[config.mk]
export PLATFORM = sky130hd
export DESIGN_NAME = pipeline_sequencer
export DESIGN_NICKNAME = d
export VERILOG_FILES = /design/src/rtl/pipeline_sequencer.sv
export SDC_FILE = /design/constraint.sdc
export NUM_CORES = 1
export LEC_CHECK = 0
export ABC_AREA = 1
export CORE_MARGIN = 4
export CORE_UTILIZATION = 60
export DETAILED_ROUTE_END_ITERATION = 6
export DONT_BUFFER_PORTS = 1
export GPL_ROUTABILITY_DRIVEN = 0
export PLACE_DENSITY = 0.78
export SETUP_SLACK_MARGIN = 0.15
export SLEW_MARGIN = 15
export SYNTH_ARGS = -nofsm -noshare
export SYNTH_HDL_FRONTEND = slang
export SYNTH_SLANG_ARGS = --single-unit
[constraint.sdc]
create_clock -name clk -period 2.2 [get_ports clk]
set_input_delay 0.33 -clock clk [delete_from_list [all_inputs] [get_ports clk]]
set_output_delay 0.33 -clock clk [all_outputs]
set_load 0.02 [all_outputs]
[src/rtl/pipeline_sequencer.sv]
// Hazard/exception sequencer for the 5-stage pipeline.
// Drives PC and pipeline-register enables/flushes from ID/EX state.
module pipeline_sequencer #(
  parameter int MD_CYCLES = 32,
  parameter int HOLDOFF   = 2
) (
  input  logic       clk,
  input  logic       reset,
  input  logic [4:0] ID_Rs,
  input  logic [4:0] ID_Rt,
  input  logic       ID_UsesRs,
  input  logic       ID_UsesRt,
  input  logic       EX_MemRd,
  input  logic [4:0] EX_Rt,
  input  logic [2:0] ID_PCSrc,
  input  logic       EX_BranchTaken,
  input  logic       ID_Undef,
  input  logic       ID_MdStart,
  input  logic       ID_MdUse,
  input  logic       IRQ,
  input  logic       ker,
  output logic       PC_Wr,
  output logic       IFID_Wr,
  output logic       IFID_Flush,
  output logic       IDEX_Flush,
  output logic       EXMEM_Flush,
  output logic       Trap,
  output logic       TrapCause,
  output logic       MD_Busy
);

  typedef enum logic [1:0] {
    RUN,
    MDWAIT,
    HOLD
  } state_t;

  state_t     state, state_nxt;
  logic [5:0] md_cnt, md_nxt;
  logic [2:0] hold_cnt, hold_nxt;

  logic lu, ms, br, jp, exc, intr, busy;
  logic trap_go, md_acc;
  logic pc_wr, ifid_wr, ifid_f, idex_f;
  logic trap, cause;

  assign busy = (md_cnt != 6'd0);
  assign lu = EX_MemRd & (EX_Rt != 5'd0) &
              ((ID_UsesRs & (EX_Rt == ID_Rs)) |
               (ID_UsesRt & (EX_Rt == ID_Rt)));
  assign ms = busy & ID_MdUse;
  assign br = EX_BranchTaken;
  assign jp = (ID_PCSrc == 3'b010) | (ID_PCSrc == 3'b011);
  assign exc = ID_Undef &
               ((state == RUN) | (state == HOLD));
  assign intr = IRQ & ~ker & (state == RUN);
  assign trap_go = ~br & (exc | intr) & ~busy;

  // Single prioritised action per cycle
  always_comb begin
    pc_wr   = 1'b1;
    ifid_wr = 1'b1;
    ifid_f  = 1'b0;
    idex_f  = 1'b0;
    trap    = 1'b0;
    cause   = 1'b0;
    md_acc  = 1'b0;
    if (br) begin
      ifid_f = 1'b1;
      idex_f = 1'b1;
    end else if (trap_go) begin
      trap   = 1'b1;
      cause  = exc;
      ifid_f = 1'b1;
      idex_f = 1'b1;
    end else if (lu | ms) begin
      pc_wr   = 1'b0;
      ifid_wr = 1'b0;
      idex_f  = 1'b1;
    end else begin
      ifid_f = jp;
      md_acc = ID_MdStart & ~busy;
    end
  end

  // Reset overrides: freeze fetch, bubble everything
  always_comb begin
    PC_Wr       = pc_wr & reset;
    IFID_Wr     = ifid_wr & reset;
    IFID_Flush  = ifid_f | ~reset;
    IDEX_Flush  = idex_f | ~reset;
    EXMEM_Flush = (trap & cause) | ~reset;
    Trap        = trap & reset;
    TrapCause   = cause & reset;
    MD_Busy     = busy & reset;
  end

  // Next state and counter updates
  always_comb begin
    state_nxt = state;
    md_nxt    = md_cnt;
    hold_nxt  = (hold_cnt != 3'd0) ? hold_cnt - 3'd1 : 3'd0;
    unique case (state)
      RUN: ;
      MDWAIT: begin
        if (md_cnt != 6'd0) md_nxt = md_cnt - 6'd1;
        if (md_cnt <= 6'd1)
          state_nxt = (hold_nxt != 3'd0) ? HOLD : RUN;
      end
      HOLD: begin
        if (hold_nxt == 3'd0) state_nxt = RUN;
      end
      default: state_nxt = RUN;
    endcase
    if (trap_go) begin
      hold_nxt  = 3'(HOLDOFF);
      state_nxt = HOLD;
    end
    if (md_acc) begin
      md_nxt    = 6'(MD_CYCLES);
      state_nxt = MDWAIT;
    end
  end

  // State and counter registers
  always_ff @(posedge clk or negedge reset) begin
    if (!reset) begin
      state    <= RUN;
      md_cnt   <= 6'd0;
      hold_cnt <= 3'd0;
    end else begin
      state    <= state_nxt;
      md_cnt   <= md_nxt;
      hold_cnt <= hold_nxt;
    end
  end

endmodule

# After elaboration in Yosys (flattened, before gate mapping)
# Cells that the tools add are included.
# totals
ff_bits	11
latchBits	0
mem_bits_rw	0
mem_bits_ro	0
input_bits	29
out_inout_bits	8
wordCells	80
n_memories	0
# classes
addsub	2
n_mul	0
n_div	0
order_cmp	1
eq_ne	9
shifts	0
muxes	27
bitwise	28
reduce_logical	10
# ops
op	count
two-way mux 6 bit	3
AND 1 bit	16
two-way mux 1 bit	16
equality test 5 bit	2
two-way mux 2 bit	5
OR 1 bit	8
equality test 3 x 2 -> 1 bit (second input constant)	2
<= comparator 6 x 1 -> 1 bit (second input constant)	1
two-way mux 3 bit	2
case mux 2 bit (3 select lines)	1
nonzero test 3 bit	2
nonzero test 6 bit	1
subtractor 6 x 1 -> 6 bit (second input constant)	1
nonzero test 5 bit	1
!= test 4 x 3 -> 1 bit (second input constant)	1
!= test 4 bit (second input constant)	1
NOT 1 bit	4
nonzero test 2 bit	2
zero test 3 bit	1
!= test 3 bit (second input constant)	1
AND reduction 3 bit	1
subtractor 3 x 1 -> 3 bit (second input constant)	1
equality test 2 x 1 -> 1 bit (second input constant)	1
equality test 2 bit (second input constant)	1
other kinds (2)	2

# Logic depth before layout (Yosys ltp)
# Gate-level depths: netlist of the first run.
# depth
depth_word	10
depth_mapped	11
ltp_nobuf	11

# Least setup slack after synthesis of the first run
# No wires, ideal clock.
# synth_timing
path_type	register to output
startpoint	register md_cnt[0]
endpoint	output port PC_Wr
t_arrival_ns	1.774
required_time_ns	1.870
slack_ns	0.096
path_stages_with_launch	11
path_buffers	1
path_cell_list	dfrtp_1 -> inv_1 -> ha_1 -> inv_1 -> nor2_2 -> inv_1 -> nand2_1 -> a21boi_2 -> nor2_1 -> nor2_1 -> buf_4
# synth_via
elab_chain_cells	7
word_cells_on_any_way	9
cone_classes	3 x mux; 5 x bitwise; 1 x reduce/logical
# synth_rtl
element	line	rtl
start, declared	39	logic [5:0] md_cnt, md_nxt;
start signal, assigned	133	md_cnt <= md_nxt;
nonzero test 6 bit *	47	assign busy = (md_cnt != 6'd0);
AND 1 bit	51	assign ms = busy & ID_MdUse;
OR 1 bit	76	end else if (lu | ms) begin
two-way mux 1 bit	n/a	
two-way mux 1 bit * (2 in series)	n/a	
AND 1 bit *	n/a	
end, declared	22	output logic PC_Wr,
# Mark *: on every way between the ends. The rest lies on a longest branch, timed or not.

# Worst setup path in the final report of the first run
# layout_timing
startpoint	register md_cnt[2]
endpoint	output port IFID_Wr
# layout_via
elab_chain_cells	7
word_cells_on_any_way	9
cone_classes	3 x mux; 5 x bitwise; 1 x reduce/logical
# layout_rtl
element	line	rtl
nonzero test 6 bit *	47	
AND 1 bit	51	
OR 1 bit	76	
two-way mux 1 bit	76	
two-way mux 1 bit *	71	end else if (trap_go) begin
two-way mux 1 bit *	68	if (br) begin
AND 1 bit *	89	IFID_Wr = ifid_wr & reset;
end, declared	23	output logic IFID_Wr,
# Marks and branches as above.

==> impl_results.md, run 1 <==
- Status: finished clean
- Final Power: 0.4121 mW
- Die outline width: 47.28 um
- Post-Syn Area: ~930 um2
- Num CTS Buffers: 3
- Core region area: 0.001383 mm2
- Power Density: around 370 mW/mm2
- Initial DRT Pass Iterations: 4
- Final Non-Filler Cells: 187
- Max Slew Vio Count: 0
- GRT Util Overall: a little over a fifth
- Fmax achieved: approximately 490 MHz
- Ports: 37
- DIE AREA: approximately 0.0022 mm2
- CP startpoint: md_cnt[2]
- Final net count: 204
- Clock latency at the later pin of the worst-skew pair: 0.28 ns
- Final TNS setup: 0 ns
- Slew @ Worst Pin: 0.4898 ns
- Area Overhead vs Synth: 20.41%
- Clk buf depth: 2
- Residual DRC: 0
- Skew final: 0.001635 ns
- Largest net degree at the start of global routing: 12
- Adder-Cell Fraction of Synth Area: 2.703%
- Diodes inserted: 0
- Post-synthesis xor/xnor area fraction: 3.784%
- Final setup violation count: 0
- Worst r2r path cells: 9
- Avg Cell Area, Syn: around 6.0 um2
- Synth unique cells: 20
- Max-cap check violation count: 0
- Final min period: 2.035 ns
- Routed wire length: 2301 um
- Initial antenna violation count: 0
- Placed wire-length estimate: ~1500 um
- Warnings, synthesis: 0
- Initial core utilization: 66.97%
- Final hold vios: 0
- Core Rows: 13
- CP max FO: 3
- Antenna Violating Nets Remaining: 0
- CTS tree: built
- Reg-to-reg startpoint: md_cnt[2]
- Worst-path clk slew: 0.07 ns
- Gr ovfl total: 0
- Hold EP: state[0]
- FF+latch count, synth: 11
- Slew HR: between 60% and 70%
- Leak pwr: 0.7080 nW
- Input/output buffers: 0
- Multiplexer area fraction after synthesis: 0%
- Synth Area in Simple Gates: between 40% and 50%
- Clock Sinks: 11
- Worst Setup End Kind: primary output
- Compound-gate portion of the synthesized area: approximately 2.8%
- Slack of the worst reg-to-reg path: 0.52 ns
- Worst r2r dst: md_cnt[2]
- Number of global-route vias before repair: 851
- Largest family of logic cells by synthesized area: simple AND/OR/NAND/NOR gates
- HP Start: ID_MdStart
- DR vias: 969
- Seq/Total Area, Yosys: 29.73%
- Syn Nets: ~190
- RSZ-0062 raised after global routing: yes
- Hold WS: 0.3975 ns
- Root buf cell: clkbuf_4
- Layout cell share with drive strength beyond 1: between 10% and 20%
- Worst path slowest cell: dfrtp_1
- Cells after synthesis: 155
- Startpoint Class: flop
- Worst-path cell chain: nor2_2, nand2_1, nor2_4, nand2_1, inv_1, nand2_2, nand2_1, nor2_2, nor2_2, buf_6
- CP required: 1.87 ns
- Mean routed wirelength per cell: 12.30 um
- Drt first-iter violations: 32
- Worst VDD drop: 0.0003239 V
- Die Y: 47.28 um
- Hold path depth: 4
- CP Class: flop to primary output
- Tcrit/Tclk final: 92.50%
- Arrival @ worst endpoint: 1.70 ns
- Max incr delay on CP: 0.40 ns
- Placed cell count: 170
- First-pass GRT wire length: 3249 um
- Vias/cell: 5.182
- H-Tree Depth: 1
- Worst Hold Class: primary input to flop
## cell usage after synthesis (all sizes together)
cell type	instances	share of area, %
nand2	56	24
inv	34	14
nor2	21	8.8
nand3	14	8.1
dfrtp	11	30
xor2	4	3.8
nor3	3	2.2
o21ai	3	1.6
ha	2	2.7
nand3b	2	1.6
a21boi	1	1.2
buf	1	0.81
nand4	1	0.68
nor3b	1	0.81
nor4	1	0.68
## registers in the layout (all words and copies together) (netlist names)
name / count
state: 2
hold_cnt: 3
md_cnt: 6
## per-layer routing
layer | wire length [um] | vias up | GRT usage (%)
met5 | 0 | - | 0
met4 | 40 | 0 | 9.392
met3 | 177 | 5 | 6.130
met2 | 1156 | 37 | 37.70
met1 | 927 | 433 | 23.08
li1 | - | 494 | -
## worst max-delay path: cells and delay by family, from the launching register on
family,cells,cell delay [ns]
buffers and inverters,2,0.24
and+or+nand+nor,8,0.77
DFF,1,0.40
## repair_timing
item | in CTS | in global routing
hold endpoints to repair | 11 | 0
resized for setup | 10 | 4
pin swaps | 2 | 7
setup endpoints to repair | 6 | 6
setup buffers | 7 | 5
hold buffers | 1 | 0
## cell families (layout without fill, tap and decap cells)
group	after synthesis	after routing
and+or+nand+nor	99	99
buffers and inverters	35	52
xor gates and xnor gates	4	4
DFF	11	11
AOI/OAI and AO/OA	4	4
adders and majority gates	2	2
## area by class of cell
class                           count  area (um2)
Clock buffer                        4       26.28
Inverter                           34       127.6
Sequential cell                    11       275.3
Fill cell                         105       267.8
Multi-Input combinational cell    109       555.5
Timing Repair Buffer               14       111.4
Tap cell                           15       18.77
## power breakdown
part | internal, mW | switching (mW) | leakage, nW
clock network | 0.0706 | 0.0742 | 0.0150
logic | 0.0236 | 0.0418 | 0.545
registers | 0.202 | 0 | 0.149
## cell usage in the layout (no fill, tap or decap), drive strengths merged
master,synthesis,layout
nand2,56,56
inv,34,34
nor2,21,21
nand3,14,14
buf,1,13
dfrtp,11,11
xor2,4,4
clkbuf,0,4
o21ai,3,3
nor3,3,3
nand3b,2,2
ha,2,2
a21boi,1,1
nor3b,1,1
nand4,1,1
nor4,1,1
dlygate4sd3,0,1
## how the worst max path moves through the flow
stage                     slack (ns)      end  cells past startpoint
after global placement          0.26    PC_Wr                     10
after floorplan                 0.21    PC_Wr                     10
after global routing            0.06    PC_Wr                     11
after CTS                       0.18  IFID_Wr                     10
final                           0.17  IFID_Wr                     10
after detailed placement        0.22  IFID_Wr                     10
## through the flow
stage          utilization, %  setup WS (ns)  area, um2
2_1_floorplan               -         0.2118      928.4
3_3_place_gp            68.51         0.2646      947.2
3_5_place_dp            68.51         0.2173      947.2
4_1_cts                 77.19         0.1775       1067
5_1_grt                 80.63        0.05868       1115
6_report                80.63         0.1651       1115
No activity file was read; power rests on OpenSTA's default activity.
==> inputs of run 2 (changes only) <==
--- a/config.mk
+++ b/config.mk
@@ -8,6 +8,7 @@
 export ABC_AREA = 1
 export CORE_MARGIN = 4
 export CORE_UTILIZATION = 60
+export CTS_CLUSTER_DIAMETER = 50
 export DETAILED_ROUTE_END_ITERATION = 6
 export DONT_BUFFER_PORTS = 1
 export GPL_ROUTABILITY_DRIVEN = 0
==> results of run 2 <==
The final DEF is identical to that of run 1; final timing and power are the same.
==> inputs of run 3 (changes only) <==
--- a/config.mk
+++ b/config.mk
@@ -14,7 +14,7 @@
 export GPL_ROUTABILITY_DRIVEN = 0
 export PLACE_DENSITY = 0.78
 export SETUP_SLACK_MARGIN = 0.15
-export SLEW_MARGIN = 15
+export SLEW_MARGIN = 20
 export SYNTH_ARGS = -nofsm -noshare
 export SYNTH_HDL_FRONTEND = slang
 export SYNTH_SLANG_ARGS = --single-unit
==> results of run 3 <==
The final DEF is identical to that of run 1; final timing and power are the same.
